===== src/rtl/sprite_pkg.sv =====
// Shared types and constants for the sprite layer renderer: screen geometry,
// the per-slot record and the colour slices taken from sprite memory.
package sprite_pkg;

  localparam int unsigned SCREEN_W = 800;
  localparam int unsigned SCREEN_H = 600;
  localparam int unsigned RASTER_W = 11;
  localparam int unsigned COORD_W  = 10;
  localparam int unsigned ELEM_W   = 3;
  localparam int unsigned SEL_W    = 3;

  // 3-bit VGA channels use the upper three bits of each 4-bit memory channel
  localparam int unsigned CH_W  = 3;
  localparam int unsigned R_LSB = 9;
  localparam int unsigned G_LSB = 5;
  localparam int unsigned B_LSB = 1;

  typedef struct packed {
    logic [COORD_W-1:0] x;
    logic [COORD_W-1:0] y;
    logic [ELEM_W-1:0]  element;
    logic               en;
    logic               mirror;
  } slot_t;

endpackage


===== src/rtl/sprite_layer_renderer_if.sv =====
// Slot configuration write port and sprite-memory read port of the renderer.
interface sprite_layer_renderer_if #(
  parameter int unsigned ADDR_W  = 12,
  parameter int unsigned COLOR_W = 12
);
  import sprite_pkg::*;

  logic               cfg_we;
  logic [SEL_W-1:0]   cfg_sel;
  logic [COORD_W-1:0] cfg_x;
  logic [COORD_W-1:0] cfg_y;
  logic [ELEM_W-1:0]  cfg_element;
  logic               cfg_en;
  logic               cfg_mirror;

  logic [ADDR_W-1:0]  mem_addr;
  logic [ELEM_W-1:0]  mem_element;
  logic [COLOR_W-1:0] mem_data;

  modport master (
    output cfg_we, cfg_sel, cfg_x, cfg_y, cfg_element, cfg_en, cfg_mirror,
    input  mem_addr, mem_element,
    output mem_data
  );

  modport slave (
    input  cfg_we, cfg_sel, cfg_x, cfg_y, cfg_element, cfg_en, cfg_mirror,
    output mem_addr, mem_element,
    input  mem_data
  );

endinterface


===== src/rtl/sprite_hit_unit.sv =====
// Per-slot raster hit test and sprite-relative offsets (combinational).
// SPRITE_MIRROR_EN: when defined, mirror=1 flips the horizontal offset.
module sprite_hit_unit
  import sprite_pkg::*;
#(
  parameter  int unsigned SPRITE_SIZE = 32,
  localparam int unsigned LOG_SZ      = $clog2(SPRITE_SIZE)
) (
  input  slot_t                slot,
  input  logic [RASTER_W-1:0]  pixel_x,
  input  logic [COORD_W-1:0]   pixel_y,
  output logic                 hit_c,
  output logic [LOG_SZ-1:0]    dx_c,
  output logic [LOG_SZ-1:0]    dy_c
);

  logic [RASTER_W-1:0] sx, sy, py, lim_x, lim_y;
  logic [LOG_SZ-1:0]   dx_raw;

  // 11-bit compare: sprites past the right/bottom edge clip instead of wrapping
  always_comb begin
    sx     = RASTER_W'(slot.x);
    sy     = RASTER_W'(slot.y);
    py     = RASTER_W'(pixel_y);
    lim_x  = sx + RASTER_W'(SPRITE_SIZE);
    lim_y  = sy + RASTER_W'(SPRITE_SIZE);
    hit_c  = slot.en
             && (pixel_x >= sx) && (pixel_x < lim_x)
             && (py >= sy) && (py < lim_y)
             && (pixel_x < RASTER_W'(SCREEN_W)) && (py < RASTER_W'(SCREEN_H));
    dx_raw = LOG_SZ'(pixel_x - sx);
    dy_c   = LOG_SZ'(py - sy);
`ifdef SPRITE_MIRROR_EN
    dx_c   = slot.mirror ? ~dx_raw : dx_raw;
`else
    dx_c   = dx_raw;
`endif
  end

`ifndef SPRITE_MIRROR_EN
  logic unused_mirror;
  assign unused_mirror = slot.mirror;
`endif

endmodule


===== src/rtl/sprite_layer_renderer.sv =====
// Hardware sprite layer: double-buffered slot registers, priority fetch and a
// 3-cycle raster-to-VGA pipeline. SPRITE_MIRROR_EN enables horizontal mirroring.
module sprite_layer_renderer
  import sprite_pkg::*;
#(
  parameter int unsigned N_SPRITES   = 4,
  parameter int unsigned SPRITE_SIZE = 32,
  parameter int unsigned ADDR_W      = 12,
  parameter int unsigned COLOR_W     = 12
) (
  input  logic                      clk,
  input  logic                      reset,
  input  logic                      video_enable,
  input  logic [RASTER_W-1:0]       pixel_x,
  input  logic [COORD_W-1:0]        pixel_y,
  input  logic                      frame_sync,
  input  logic                      coll_clear,
  sprite_layer_renderer_if.slave    bus,
  output logic [N_SPRITES-1:0]      collision,
  output logic [CH_W-1:0]           VGA_R,
  output logic [CH_W-1:0]           VGA_G,
  output logic [CH_W-1:0]           VGA_B
);

  localparam int unsigned LOG_SZ = $clog2(SPRITE_SIZE);

  slot_t shadow_q [N_SPRITES];
  slot_t shadow_d [N_SPRITES];
  slot_t active_q [N_SPRITES];
  slot_t active_d [N_SPRITES];
  slot_t cfg_slot_c;

  logic [N_SPRITES-1:0] hit_c;
  logic [LOG_SZ-1:0]    dx_c [N_SPRITES];
  logic [LOG_SZ-1:0]    dy_c [N_SPRITES];

  logic                 win_hit_c;
  logic [ELEM_W-1:0]    win_el_c;
  logic [LOG_SZ-1:0]    win_dx_c, win_dy_c;
  logic [N_SPRITES-1:0] coll_set_c;
  logic                 vga_on_c;

  logic [ADDR_W-1:0]    mem_addr_q, mem_addr_d;
  logic [ELEM_W-1:0]    mem_element_q, mem_element_d;
  logic                 s0_hit_q, s0_hit_d, s0_ven_q, s0_ven_d;
  logic                 s1_hit_q, s1_hit_d, s1_ven_q, s1_ven_d;
  logic [CH_W-1:0]      vga_r_q, vga_r_d, vga_g_q, vga_g_d, vga_b_q, vga_b_d;
  logic [N_SPRITES-1:0] collision_q, collision_d;
  logic                 unused_c;

  for (genvar g = 0; g < N_SPRITES; g++) begin : g_slot
    sprite_hit_unit #(.SPRITE_SIZE(SPRITE_SIZE)) u_hit (
      .slot    (active_q[g]),
      .pixel_x (pixel_x),
      .pixel_y (pixel_y),
      .hit_c   (hit_c[g]),
      .dx_c    (dx_c[g]),
      .dy_c    (dy_c[g])
    );
  end

  always_comb begin
    cfg_slot_c         = '0;
    cfg_slot_c.x       = bus.cfg_x;
    cfg_slot_c.y       = bus.cfg_y;
    cfg_slot_c.element = bus.cfg_element;
    cfg_slot_c.en      = bus.cfg_en;
`ifdef SPRITE_MIRROR_EN
    cfg_slot_c.mirror  = bus.cfg_mirror;
`else
    cfg_slot_c.mirror  = 1'b0;
`endif
  end

  // Writes land in the shadow copy; frame_sync promotes it (same-cycle write included)
  always_comb begin
    for (int i = 0; i < N_SPRITES; i++) begin
      shadow_d[i] = shadow_q[i];
      if (bus.cfg_we && (bus.cfg_sel == SEL_W'(i))) shadow_d[i] = cfg_slot_c;
      active_d[i] = frame_sync ? shadow_d[i] : active_q[i];
    end
  end

  // Lowest hitting index owns the fetch
  always_comb begin
    win_hit_c = 1'b0;
    win_el_c  = '0;
    win_dx_c  = '0;
    win_dy_c  = '0;
    for (int i = int'(N_SPRITES) - 1; i >= 0; i--) begin
      if (hit_c[i]) begin
        win_hit_c = 1'b1;
        win_el_c  = active_q[i].element;
        win_dx_c  = dx_c[i];
        win_dy_c  = dy_c[i];
      end
    end
    coll_set_c = (video_enable && ($countones(hit_c) > 1)) ? hit_c : '0;
  end

  always_comb begin
    mem_addr_d    = win_hit_c ? ADDR_W'({win_dy_c, win_dx_c}) : '0;
    mem_element_d = win_hit_c ? win_el_c : '0;
    s0_hit_d      = win_hit_c;
    s0_ven_d      = video_enable;
    s1_hit_d      = s0_hit_q;
    s1_ven_d      = s0_ven_q;
    vga_on_c      = s1_hit_q && s1_ven_q;
    vga_r_d       = vga_on_c ? bus.mem_data[R_LSB +: CH_W] : '0;
    vga_g_d       = vga_on_c ? bus.mem_data[G_LSB +: CH_W] : '0;
    vga_b_d       = vga_on_c ? bus.mem_data[B_LSB +: CH_W] : '0;
    // a set in the same cycle as a clear survives
    collision_d   = (coll_clear ? '0 : collision_q) | coll_set_c;
  end

  always_ff @(posedge clk or negedge reset) begin
    if (!reset) begin
      for (int i = 0; i < N_SPRITES; i++) begin
        shadow_q[i] <= '0;
        active_q[i] <= '0;
      end
      mem_addr_q    <= '0;
      mem_element_q <= '0;
      s0_hit_q      <= 1'b0;
      s0_ven_q      <= 1'b0;
      s1_hit_q      <= 1'b0;
      s1_ven_q      <= 1'b0;
      vga_r_q       <= '0;
      vga_g_q       <= '0;
      vga_b_q       <= '0;
      collision_q   <= '0;
    end else begin
      for (int i = 0; i < N_SPRITES; i++) begin
        shadow_q[i] <= shadow_d[i];
        active_q[i] <= active_d[i];
      end
      mem_addr_q    <= mem_addr_d;
      mem_element_q <= mem_element_d;
      s0_hit_q      <= s0_hit_d;
      s0_ven_q      <= s0_ven_d;
      s1_hit_q      <= s1_hit_d;
      s1_ven_q      <= s1_ven_d;
      vga_r_q       <= vga_r_d;
      vga_g_q       <= vga_g_d;
      vga_b_q       <= vga_b_d;
      collision_q   <= collision_d;
    end
  end

  assign bus.mem_addr    = mem_addr_q;
  assign bus.mem_element = mem_element_q;
  assign VGA_R           = vga_r_q;
  assign VGA_G           = vga_g_q;
  assign VGA_B           = vga_b_q;
  assign collision       = collision_q;

  // Only the upper three bits of each memory channel reach the DAC
  assign unused_c = ^{bus.mem_data, bus.cfg_mirror};

endmodule


===== src/flat_wrapper.sv =====
// flat-port wrapper written by rule: the top's interface ports become plain ports
module sprite_layer_renderer_flat import sprite_pkg::*;
#(
  parameter int unsigned N_SPRITES   = 4,
  parameter int unsigned SPRITE_SIZE = 32,
  parameter int unsigned ADDR_W      = 12,
  parameter int unsigned COLOR_W     = 12
)
  (clk, reset, video_enable, pixel_x, pixel_y, frame_sync, coll_clear, collision, VGA_R, VGA_G, VGA_B, bus_cfg_we, bus_cfg_sel, bus_cfg_x, bus_cfg_y, bus_cfg_element, bus_cfg_en, bus_cfg_mirror, bus_mem_addr, bus_mem_element, bus_mem_data);
  sprite_layer_renderer_if #(.ADDR_W(ADDR_W), .COLOR_W(COLOR_W)) bus_i ();
  input  logic clk;
  input  logic reset;
  input  logic video_enable;
  input  logic [RASTER_W-1:0] pixel_x;
  input  logic [COORD_W-1:0] pixel_y;
  input  logic frame_sync;
  input  logic coll_clear;
  output logic [N_SPRITES-1:0] collision;
  output logic [CH_W-1:0] VGA_R;
  output logic [CH_W-1:0] VGA_G;
  output logic [CH_W-1:0] VGA_B;
  input wire logic [$bits(bus_i.cfg_we)-1:0] bus_cfg_we;
  input wire logic [$bits(bus_i.cfg_sel)-1:0] bus_cfg_sel;
  input wire logic [$bits(bus_i.cfg_x)-1:0] bus_cfg_x;
  input wire logic [$bits(bus_i.cfg_y)-1:0] bus_cfg_y;
  input wire logic [$bits(bus_i.cfg_element)-1:0] bus_cfg_element;
  input wire logic [$bits(bus_i.cfg_en)-1:0] bus_cfg_en;
  input wire logic [$bits(bus_i.cfg_mirror)-1:0] bus_cfg_mirror;
  output wire logic [$bits(bus_i.mem_addr)-1:0] bus_mem_addr;
  output wire logic [$bits(bus_i.mem_element)-1:0] bus_mem_element;
  input wire logic [$bits(bus_i.mem_data)-1:0] bus_mem_data;
  assign bus_i.cfg_we = bus_cfg_we;
  assign bus_i.cfg_sel = bus_cfg_sel;
  assign bus_i.cfg_x = bus_cfg_x;
  assign bus_i.cfg_y = bus_cfg_y;
  assign bus_i.cfg_element = bus_cfg_element;
  assign bus_i.cfg_en = bus_cfg_en;
  assign bus_i.cfg_mirror = bus_cfg_mirror;
  assign bus_mem_addr = bus_i.mem_addr;
  assign bus_mem_element = bus_i.mem_element;
  assign bus_i.mem_data = bus_mem_data;
  sprite_layer_renderer #(.N_SPRITES(N_SPRITES), .SPRITE_SIZE(SPRITE_SIZE), .ADDR_W(ADDR_W), .COLOR_W(COLOR_W)) u_core (.clk(clk), .reset(reset), .video_enable(video_enable), .pixel_x(pixel_x), .pixel_y(pixel_y), .frame_sync(frame_sync), .coll_clear(coll_clear), .bus(bus_i), .collision(collision), .VGA_R(VGA_R), .VGA_G(VGA_G), .VGA_B(VGA_B));
endmodule

===== config.mk =====
export PLATFORM = sky130hd
export DESIGN_NAME = sprite_layer_renderer_flat
export DESIGN_NICKNAME = d
export VERILOG_FILES = /design/src/rtl/sprite_pkg.sv /design/src/rtl/sprite_layer_renderer_if.sv /design/src/rtl/sprite_hit_unit.sv /design/src/rtl/sprite_layer_renderer.sv /design/src/flat_wrapper.sv
export SDC_FILE = /design/constraint.sdc
export NUM_CORES = 1
export LEC_CHECK = 0
export BUFFER_PORTS_ARGS = -buffer_cell sky130_fd_sc_hd__buf_4
export CAP_MARGIN = 20
export CORE_MARGIN = 2
export CORE_UTILIZATION = 61
export DETAILED_ROUTE_END_ITERATION = 16
export PLACE_DENSITY = 0.81
export SYNTH_ARGS = -nofsm -noshare
export SYNTH_HDL_FRONTEND = slang
export SYNTH_HIERARCHICAL = 1
export SYNTH_SLANG_ARGS = --single-unit

===== constraint.sdc =====
create_clock -name clk -period 3.4 [get_ports clk]
set_input_delay 0.51 -clock clk [delete_from_list [all_inputs] [get_ports clk]]
set_output_delay 0.51 -clock clk [all_outputs]
set_load 0.01 [all_outputs]

==> reports/qor.txt <==
Synth Instances = 1103
first-pass GRT wire length = 46.1 mm
Critical Path RT = 3790 ps
DR vias = 8832
clock root cell = clkbuf_16
Startpoint Class = register
synthesized area per cell = 11.6 um^2
r2r worst-path depth = 13
largest net degree at the start of global routing = 106
grt ovf = 0
DR pass1 iterations = 5
CTS tree = done
DP HPWL = 19.9 mm
routability cong. = 0.932
final hold slack = 35.5 ps
r2r setup slk = 60 ps
Final Hold Fails = 0
setup violators final = 0
Initial Util = 62.6%
Routed WL = 28.8 mm
status = completed
worst-margin pin slew = 809 ps
CP Max Fanout = 4
clock sinks = 222
Peak Freq = 299 MHz
ant diodes = 0
final non-filler cell area = 14800 um^2
cts bufs inserted = 23
IO Count = 95
IO buf count = 88
Slew Limit Fails = 0
Arrival @ worst endpoint = 3730 ps
peak supply drop = 0.000395 V
share of layout cells above drive strength 1 = 30.4%
post-layout total power = 0.00925 W
final cycle utilization of the critical path = 98.2%
dpl cell area = 13800 um^2
DR iter-0 viols = 562
max-cap violation count = 0
Synth warnings = 6
crit path time final = 3340 ps
pwr dens = 625 nW/um^2
WL/cell = 19.2 um
clk_skew = 11.5 ps
Area Overhead vs Synth = 16.0%
Row Count = 52
relative slew slack = 46.1%
antenna violation net count after detailed routing = 0
clock tree buffer depth = 3
core area = 20400 um^2
Setup TNS = 0 ps
Die Width = 149 um
worst hold path class = in -> async
Synth Cell Area = 12800 um^2
vias in the first global route = 9112
DRC errors left = 0
Die Footprint = 22100 um^2
Crit. End Element = register
nets = 1425
critical path class = reg -> reg
initial antenna violation count = 0
H-tree level count = 1
Die Y = 149 um
hold_buf cts = 0
Leakage Power = 6.96 nW
final core utilization = 72.6%
CTS clk-pin slew, worst paths = 60 ps
Vias/cell = 5.87
Worst-Skew Late Latency = 510 ps
GRT Util Overall = 26.1%
report_power, final:
part | switching, W | total [W] | leakage, nW | internal (W)
combinational | 0.00159 | 0.00309 | 3.86 | 0.00149
sequential | 0.000344 | 0.00356 | 2.72 | 0.00322
clock | 0.00107 | 0.00260 | 0.382 | 0.00154
layout by cell type, fill, tap and decap left out, types with 7 or more instances in the layout:
cell,count
inv_1,114
a221oi_1,18
xor2_1,7
a21oi_1,34
fa_1,9
buf_4,115
o31ai_1,15
a211oi_1,7
nor2b_1,21
and3_1,11
o21a_1,12
nand2_1,38
o21ai_0,10
xnor2_1,36
nor2_1,45
ha_1,129
clkbuf_16,23
mux2_2,183
dfrtp_1,220
nor3_1,14
a21o_1,13
nand4_1,15
nand3_1,39
flip-flops by register name, indices dropped and copies added (netlist names):
register,flops
u_core/active_q,96
u_core/shadow_q,96
u_core/bus.mem_addr,10
u_core/collision,4
u_core/VGA_B,3
u_core/VGA_G,3
u_core/VGA_R,3
u_core/bus.mem_element,3
u_core/s0_hit_q,1
u_core/s0_ven_q,1
u_core/s1_hit_q,1
u_core/s1_ven_q,1
layout make-up:
cell class	count	area, um^2
clock buffers	27	611
well taps	270	338
repair buffers	120	966
clock inverters	15	180
inverters	114	428
flip-flops and latches	222	5560
multi-input cells	736	6710
fillers	1369	5570
metal layers:
| metal | global-route usage [%] | vias up | part of all wire, % |
|---|---|---|---|
| met3 | 3.40 | 52 | 4.6 |
| met5 | 0 | - | 0 |
| li1 | - | 4171 | - |
| met1 | 35.7 | 4375 | 45 |
| met4 | 7.00 | 0 | 2.4 |
| met2 | 44.2 | 234 | 48 |
worst max-delay path: stages, from the launching register on:
cell     delay (ps)
dfrtp_1         380
ha_2            210
nand3_1         130
xnor2_2         270
ha_4            250
a21oi_2         170
nand2_1          90
a221o_1         310
a211o_1         310
nor3_4          160
fa_1            460
a21oi_2         190
nor2b_2          80
a22o_1          210
repair_timing:
action,in CTS,in global routing
hold endpoints to repair,0,0
buffers inserted,2,5
gates resized for setup,3,16
pin swaps,0,6
endpoints found under the setup margin,4,17
through the flow:
step                worst slack, ps  std cells
floorplan                       310       1104
global placement              -20.4       1454
detailed placement             -113       1455
CTS                            41.7       1499
global route                  -38.7       1504
finish                         60.6       1504
worst paths after layout:
path	startpoint	endpoint
min in group clk	video_enable	u_core/s0_ven_q
min reg2reg	u_core/s0_ven_q	u_core/s1_ven_q
max in group asynchronous	reset	u_core/active_q[9]
max reg2reg	u_core/active_q[96]	u_core/collision[0]
min	reset	u_core/active_q[6]
max	u_core/active_q[96]	u_core/collision[0]
No activity file was read; power rests on OpenSTA's default activity.
